## src/rtl/scr1_ahb_arb2.sv

```systemverilog
// Two-master AHB-Lite arbiter: each master's accepted address phase is parked in a
// pending register, replayed on the shared bus when granted, and its data phase routed back.
module scr1_ahb_arb2 #(
    parameter int SCR1_ARB_RR    = 0,
    parameter int SCR1_AHB_WIDTH = 32
) (
    input  logic                      clk,
    input  logic                      rst_n,

    input  logic [SCR1_AHB_WIDTH-1:0] m0_haddr,
    input  logic [1:0]                m0_htrans,
    input  logic                      m0_hwrite,
    input  logic [2:0]                m0_hsize,
    input  logic [2:0]                m0_hburst,
    input  logic [3:0]                m0_hprot,
    input  logic [SCR1_AHB_WIDTH-1:0] m0_hwdata,
    output logic                      m0_hready,
    output logic [SCR1_AHB_WIDTH-1:0] m0_hrdata,
    output logic                      m0_hresp,

    input  logic [SCR1_AHB_WIDTH-1:0] m1_haddr,
    input  logic [1:0]                m1_htrans,
    input  logic                      m1_hwrite,
    input  logic [2:0]                m1_hsize,
    input  logic [2:0]                m1_hburst,
    input  logic [3:0]                m1_hprot,
    input  logic [SCR1_AHB_WIDTH-1:0] m1_hwdata,
    output logic                      m1_hready,
    output logic [SCR1_AHB_WIDTH-1:0] m1_hrdata,
    output logic                      m1_hresp,

    output logic [SCR1_AHB_WIDTH-1:0] s_haddr,
    output logic [1:0]                s_htrans,
    output logic                      s_hwrite,
    output logic [2:0]                s_hsize,
    output logic [2:0]                s_hburst,
    output logic [3:0]                s_hprot,
    output logic                      s_hmastlock,
    output logic [SCR1_AHB_WIDTH-1:0] s_hwdata,
    input  logic                      s_hready,
    input  logic [SCR1_AHB_WIDTH-1:0] s_hrdata,
    input  logic                      s_hresp
);

    localparam logic [1:0] HTRANS_IDLE   = 2'b00;
    localparam logic [1:0] HTRANS_NONSEQ = 2'b10;
    localparam logic       HRESP_OKAY    = 1'b0;

    typedef struct packed {
        logic [SCR1_AHB_WIDTH-1:0] addr;
        logic                      write;
        logic [2:0]                size;
        logic [2:0]                burst;
        logic [3:0]                prot;
    } ahb_ctrl_t;

    logic [1:0] pend_vld;
    ahb_ctrl_t  pend_ctrl [2];
    ahb_ctrl_t  req_ctrl  [2];
    logic [1:0] cap;
    logic [1:0] outstanding;

    logic       dph_vld;
    logic       dph_own;
    logic       last_own;

    logic       slot_free;
    logic       sel;
    logic       aph_vld;
    logic       aph_own;

    assign req_ctrl[0] = '{m0_haddr, m0_hwrite, m0_hsize, m0_hburst, m0_hprot};
    assign req_ctrl[1] = '{m1_haddr, m1_hwrite, m1_hsize, m1_hburst, m1_hprot};

    assign cap[0] = (m0_htrans == HTRANS_NONSEQ) && m0_hready;
    assign cap[1] = (m1_htrans == HTRANS_NONSEQ) && m1_hready;

    // An ERROR completion is deliberately not a free slot, so the bus idles for that cycle.
    assign slot_free = !dph_vld || (s_hready && (s_hresp == HRESP_OKAY));

    // With nothing pending, sel falls back to the last owner so s_haddr stays stable.
    always_comb begin
        sel = last_own;
        if (pend_vld[0] && pend_vld[1]) begin
            sel = (SCR1_ARB_RR != 0) ? ~last_own : 1'b1;
        end else if (pend_vld[1]) begin
            sel = 1'b1;
        end else if (pend_vld[0]) begin
            sel = 1'b0;
        end
    end

    assign aph_vld = slot_free && (pend_vld != 2'b00);
    assign aph_own = sel;

    assign outstanding[0] = pend_vld[0] || (aph_vld && !aph_own) || (dph_vld && !dph_own);
    assign outstanding[1] = pend_vld[1] || (aph_vld &&  aph_own) || (dph_vld &&  dph_own);

    always_comb begin
        m0_hready = !outstanding[0];
        m0_hresp  = HRESP_OKAY;
        m1_hready = !outstanding[1];
        m1_hresp  = HRESP_OKAY;
        if (dph_vld && !dph_own) begin
            m0_hready = s_hready;
            m0_hresp  = s_hresp;
        end
        if (dph_vld && dph_own) begin
            m1_hready = s_hready;
            m1_hresp  = s_hresp;
        end
    end

    assign m0_hrdata = s_hrdata;
    assign m1_hrdata = s_hrdata;

    assign s_htrans    = aph_vld ? HTRANS_NONSEQ : HTRANS_IDLE;
    assign s_haddr     = pend_ctrl[sel].addr;
    assign s_hwrite    = pend_ctrl[sel].write;
    assign s_hsize     = pend_ctrl[sel].size;
    assign s_hburst    = pend_ctrl[sel].burst;
    assign s_hprot     = pend_ctrl[sel].prot;
    assign s_hmastlock = 1'b0;
    assign s_hwdata    = !dph_vld ? '0 : (dph_own ? m1_hwdata : m0_hwdata);

    // Capture never coincides with issue for the same master: capture needs that master idle.
    always_ff @(posedge clk or negedge rst_n) begin
        if (!rst_n) begin
            pend_vld <= '0;
            for (int i = 0; i < 2; i++) begin
                pend_ctrl[i] <= '0;
            end
        end else begin
            for (int i = 0; i < 2; i++) begin
                if (cap[i]) begin
                    pend_vld[i]  <= 1'b1;
                    pend_ctrl[i] <= req_ctrl[i];
                end else if (aph_vld && (aph_own == 1'(i))) begin
                    pend_vld[i] <= 1'b0;
                end
            end
        end
    end

    always_ff @(posedge clk or negedge rst_n) begin
        if (!rst_n) begin
            dph_vld  <= 1'b0;
            dph_own  <= 1'b0;
            last_own <= 1'b1;
        end else if (aph_vld) begin
            dph_vld  <= 1'b1;
            dph_own  <= aph_own;
            last_own <= aph_own;
        end else if (dph_vld && s_hready) begin
            dph_vld <= 1'b0;
        end
    end

    // Masters are single-transfer bridges: no SEQ/BUSY, and no capture on top of a pending one.
    assert property (@(posedge clk) disable iff (!rst_n) !(m0_htrans inside {2'b01, 2'b11}));
    assert property (@(posedge clk) disable iff (!rst_n) !(m1_htrans inside {2'b01, 2'b11}));
    assert property (@(posedge clk) disable iff (!rst_n) !(cap[0] && pend_vld[0]));
    assert property (@(posedge clk) disable iff (!rst_n) !(cap[1] && pend_vld[1]));

endmodule

```

## config.mk

```make
export PLATFORM = sky130hd
export DESIGN_NAME = scr1_ahb_arb2
export DESIGN_NICKNAME = d
export VERILOG_FILES = /design/src/rtl/scr1_ahb_arb2.sv
export SDC_FILE = /design/constraint.sdc
export NUM_CORES = 1
export LEC_CHECK = 0
export BUFFER_PORTS_ARGS = -buffer_cell sky130_fd_sc_hd__buf_2
export CAP_MARGIN = 30
export CORE_AREA = 3 3 128 130
export DETAILED_ROUTE_END_ITERATION = 16
export DIE_AREA = 0 0 131 133
export PLACE_DENSITY = 0.74
export SYNTH_ARGS = -nofsm -noshare
export SYNTH_HDL_FRONTEND = slang
export SYNTH_SLANG_ARGS = --single-unit
```

## constraint.sdc

```tcl
create_clock -name clk -period 4.3 [get_ports clk]
set_clock_uncertainty 0.2 [all_clocks]
set_input_delay 0.215 -clock clk [delete_from_list [all_inputs] [get_ports clk]]
set_output_delay 0.215 -clock clk [all_outputs]
set_load 0.005 [all_outputs]
```

==> summary.log <==
qor: global_routing.globalRouteTotalUtil 0.185
qor: timing.period_minus_slack 3.04 ns
qor: drt.first_pass_iteration_count_of_the_detailed_router 4
qor: cts.ctsHtreeMaxLevel 3
qor: timing.finalSetupTns 0 ns
qor: synth.yosysWarningCount 0
qor: cts.clock_latency 0.33 ns
qor: setup_path.setup.worst_path.end_class register
qor: synth.adder_cell_share_of_the_synthesized_area 0
qor: drt.detailed_route_wl 16,600 µm
qor: drt.dr_total_vias 3,940
qor: final_layout.antenna_cells 0
qor: job.cap_violations 0
qor: floorplan.floorplan.rows 45
qor: power_and_ir_drop.power.density 652 mW/mm²
qor: global_routing.first_global_vias 4,311
qor: synth.postSynth.asyncResetShare 1.00
qor: timing.fin_crit_sh 0.707
qor: setup_path.critical_path.endpoint pend_ctrl[49]$_DFFE_PN0P_
qor: setup_path.critPathKind register to register
qor: global_routing.first_pass_grt_wire_length 24,500 µm
qor: setup_path.timing.critical_path.fanout_max 44
qor: global_routing.globalRoute.totalOverflow 0
qor: min_path.min-delay-path-class input port to register
qor: cts.cts_sinks 91
qor: synth.synth_xor_xnor_area_share 0
qor: setup_path.timing.critical_path.cells nand2b_1 -> a2111oi_4 -> buf_4 -> mux2_2
qor: setup_path.rr_worst_depth 4
qor: drt.wire_per_inst 19.0 µm
qor: global_routing.globalRouteMet2Util 0.334
qor: global_routing.use_met3 0.0577
qor: cts.cts_resized 0
qor: final_layout.num-nets-final 845
qor: setup_path.worst-endpoint-required 4.32 ns
qor: power_and_ir_drop.static-leakage-power 3.58 nW
qor: placed_design.io_buffer_count 237
qor: setup_path.worst_path_max_delay_cell sky130_fd_sc_hd__dfrtp_1
qor: drt.drc 0
qor: placed_design.gpl.final_weighted_congestion 0.795
qor: final_layout.final_common_cell sky130_fd_sc_hd__buf_2
qor: floorplan.die_area 0.0174 mm²
qor: setup_path.worstPathArrival 3.05 ns
qor: drt.drt_iter0_markers 128
qor: synth.number_of_synthesized_flops_with_an_enable_pin 0
qor: setup_path.timing.reg2reg.setup_slack 1.26 ns
qor: global_routing.busiest_layer met2
qor: cts.cts-buffers-inserted 9
qor: setup_path.r2r_start dph_vld$_DFFE_PN0P_
qor: placed_design.place.detailed.hpwl 11,700 µm
qor: power_and_ir_drop.power 4.72 mW
qor: drt.detail-route-antenna-nets 0
qor: synth.synth_seq_area_share 0.440
qor: floorplan.fp.dieW 131 µm
qor: synth.synthFlopType sky130_fd_sc_hd__dfrtp_1
qor: global_routing.grt_use_met1 0.208
qor: timing.fmax 0.329 GHz
qor: synth.synth_compound_gate_area_share 0.0155
qor: synth.largest_family_of_logic_cells_by_synthesized_area multiplexers
qor: synth.synth.cell_area 0.00518 mm²
qor: global_routing.grt_antenna_before_repair 2
qor: cts.cts.reportedPaths.clkPinSlew 0.06 ns
qor: floorplan.core 0.0153 mm²
qor: setup_path.cp-startpoint dph_vld$_DFFE_PN0P_
qor: final_layout.syn_to_final_growth 39.8%
qor: final_layout.layout.cells.most_common_list sky130_fd_sc_hd__buf_2 (236), sky130_fd_sc_hd__mux2_2 (90), sky130_fd_sc_hd__dfrtp_1 (89)
qor: timing.maxSlewViolCount 0
qor: synth.simple_gate_share_of_the_synthesized_area 0.0519
qor: final_layout.final_layout_size_suffix_gt1_frac 0.585
qor: cts.clk_path_buf_depth 2
qor: timing.timing_worst_slew_pin_value 0.992 ns
qor: setup_path.crit_path_max_incr_delay 0.97 ns
qor: cts.clk_root_buffer_cell sky130_fd_sc_hd__clkbuf_16
qor: floorplan.initial_utilization 0.339
qor: status.outcome completed
qor: cts.cts_setup_buffers 0
qor: synth.post_synth_mux_area_share 0.368
qor: synth.syn_avg_cell_area 13.0 µm²
qor: timing.final-setup-viol-count 0
qor: setup_path.critical_path.startpoint_type register
qor: synth.synth_cell_types 27
qor: timing.rsz_0062_raised_after_global_routing false
qor: drt.drt-vias-per-instance 4.52
qor: cts.cts_tree yes
qor: synth.post-synth-top-area-fraction 0.435
qor: synth.synth_area_leaders sky130_fd_sc_hd__dfrtp_1 (43%), sky130_fd_sc_hd__mux2_2 (20%), sky130_fd_sc_hd__buf_4 (9.9%)
qor: floorplan.ioPinCount 336
qor: power_and_ir_drop.vdd_ir_drop_max 0.352 mV
qor: timing.slew_hr 0.337
qor: synth.postSynthRegisterBits 91
qor: timing.final-hold-violation-count 0
qor: floorplan.vertical_extent_of_the_die 133 µm
qor: synth.post_synth_inst_count 399
qor: global_routing.grt_max_degree 59
qor: setup_path.timing.rr.end pend_ctrl[49]$_DFFE_PN0P_
qor: synth.yosys.area.top_type sky130_fd_sc_hd__dfrtp_1
routing by layer:
layer	share of wire	vias up
li1	-	1811
met1	0.38	1890
met2	0.52	210
met3	0.084	27
met4	0.020	2
met5	0.00042	-
per-stage QoR:
step           std cells  instance area, µm²   util  worst slack, ns  hold WS [ns]
6_report             871                7240  0.475             1.26         0.106
5_1_grt              871                7240  0.475             1.03         0.119
4_1_cts              870                7220  0.473             1.22        0.0922
3_5_place_dp         766                6070  0.398             1.20         0.132
3_3_place_gp         766                6070  0.398             1.32         0.147
2_1_floorplan        400                5180      -             2.28        -0.281
worst min-delay path by stage:
stage,from,end,depth (start not counted)
after floorplan,rst_n,dph_own$_DFFE_PN0P_,0
after global placement,rst_n,pend_vld[1]$_DFFE_PN0P_,1
after detailed placement,rst_n,pend_ctrl[49]$_DFFE_PN0P_,1
after CTS,s_hresp,pend_vld[1]$_DFFE_PN0P_,4
after global routing,s_hresp,pend_vld[1]$_DFFE_PN0P_,4
final,s_hresp,pend_vld[1]$_DFFE_PN0P_,4
state kept, by name (all words and copies together) (netlist names):
name and flops:
pend_ctrl 86, pend_vld 2, dph_own 1, dph_vld 1, last_own 1
logic make-up (layout without fill, tap and decap cells):
family	Yosys count	count (layout)
compound gates	9	9
buf+inv	92	352
flops	91	91
mux	163	163
other cells	1	2
simple gates	43	43
power by group:
| part | total [mW] | switching (mW) | internal (mW) |
|---|---|---|---|
| Combinational | 2.40 | 0.966 | 1.44 |
| Sequential | 1.58 | 0.282 | 1.30 |
| Clock | 0.738 | 0.331 | 0.408 |
| Total | 4.72 | 1.58 | 3.14 |
repair_timing:
action / 4_1_cts / 5_1_grt
endpoints found under the hold margin: 143 / 0
endpoints found under the setup margin: 0 / 0
hold buffers: 88 / 0
worst max-delay path: cells and delay by family (launching register included):
family | cells | cell delay [ns]
buf+inv | 1 | 0.66
flops | 1 | 0.97
mux | 1 | 0.42
simple gates | 1 | 0.24
compound gates | 1 | 0.39
cell type report:
class | instances | area (µm²)
inverter | 5 | 18.8
multi-input combinational | 217 | 2280
clock buffer | 10 | 239
timing repair buffer | 331 | 2130
tap | 211 | 264
sequential | 91 | 2280
clock inverter | 6 | 37.5
fill | 1349 | 8020
cells in the mapped netlist, types with 2 or more instances:
library cell / count
sky130_fd_sc_hd__nor2b_1: 33
sky130_fd_sc_hd__mux2i_1: 34
sky130_fd_sc_hd__buf_2: 10
sky130_fd_sc_hd__mux2_4: 30
sky130_fd_sc_hd__a21oi_1: 4
sky130_fd_sc_hd__and3_1: 3
sky130_fd_sc_hd__buf_4: 68
sky130_fd_sc_hd__mux2_2: 90
sky130_fd_sc_hd__buf_6: 4
sky130_fd_sc_hd__dfrtp_1: 90
sky130_fd_sc_hd__nand2b_1: 2
sky130_fd_sc_hd__clkbuf_1: 4
sky130_fd_sc_hd__inv_1: 5
sky130_fd_sc_hd__mux2_1: 9
Power figures use the tool's default switching activity.
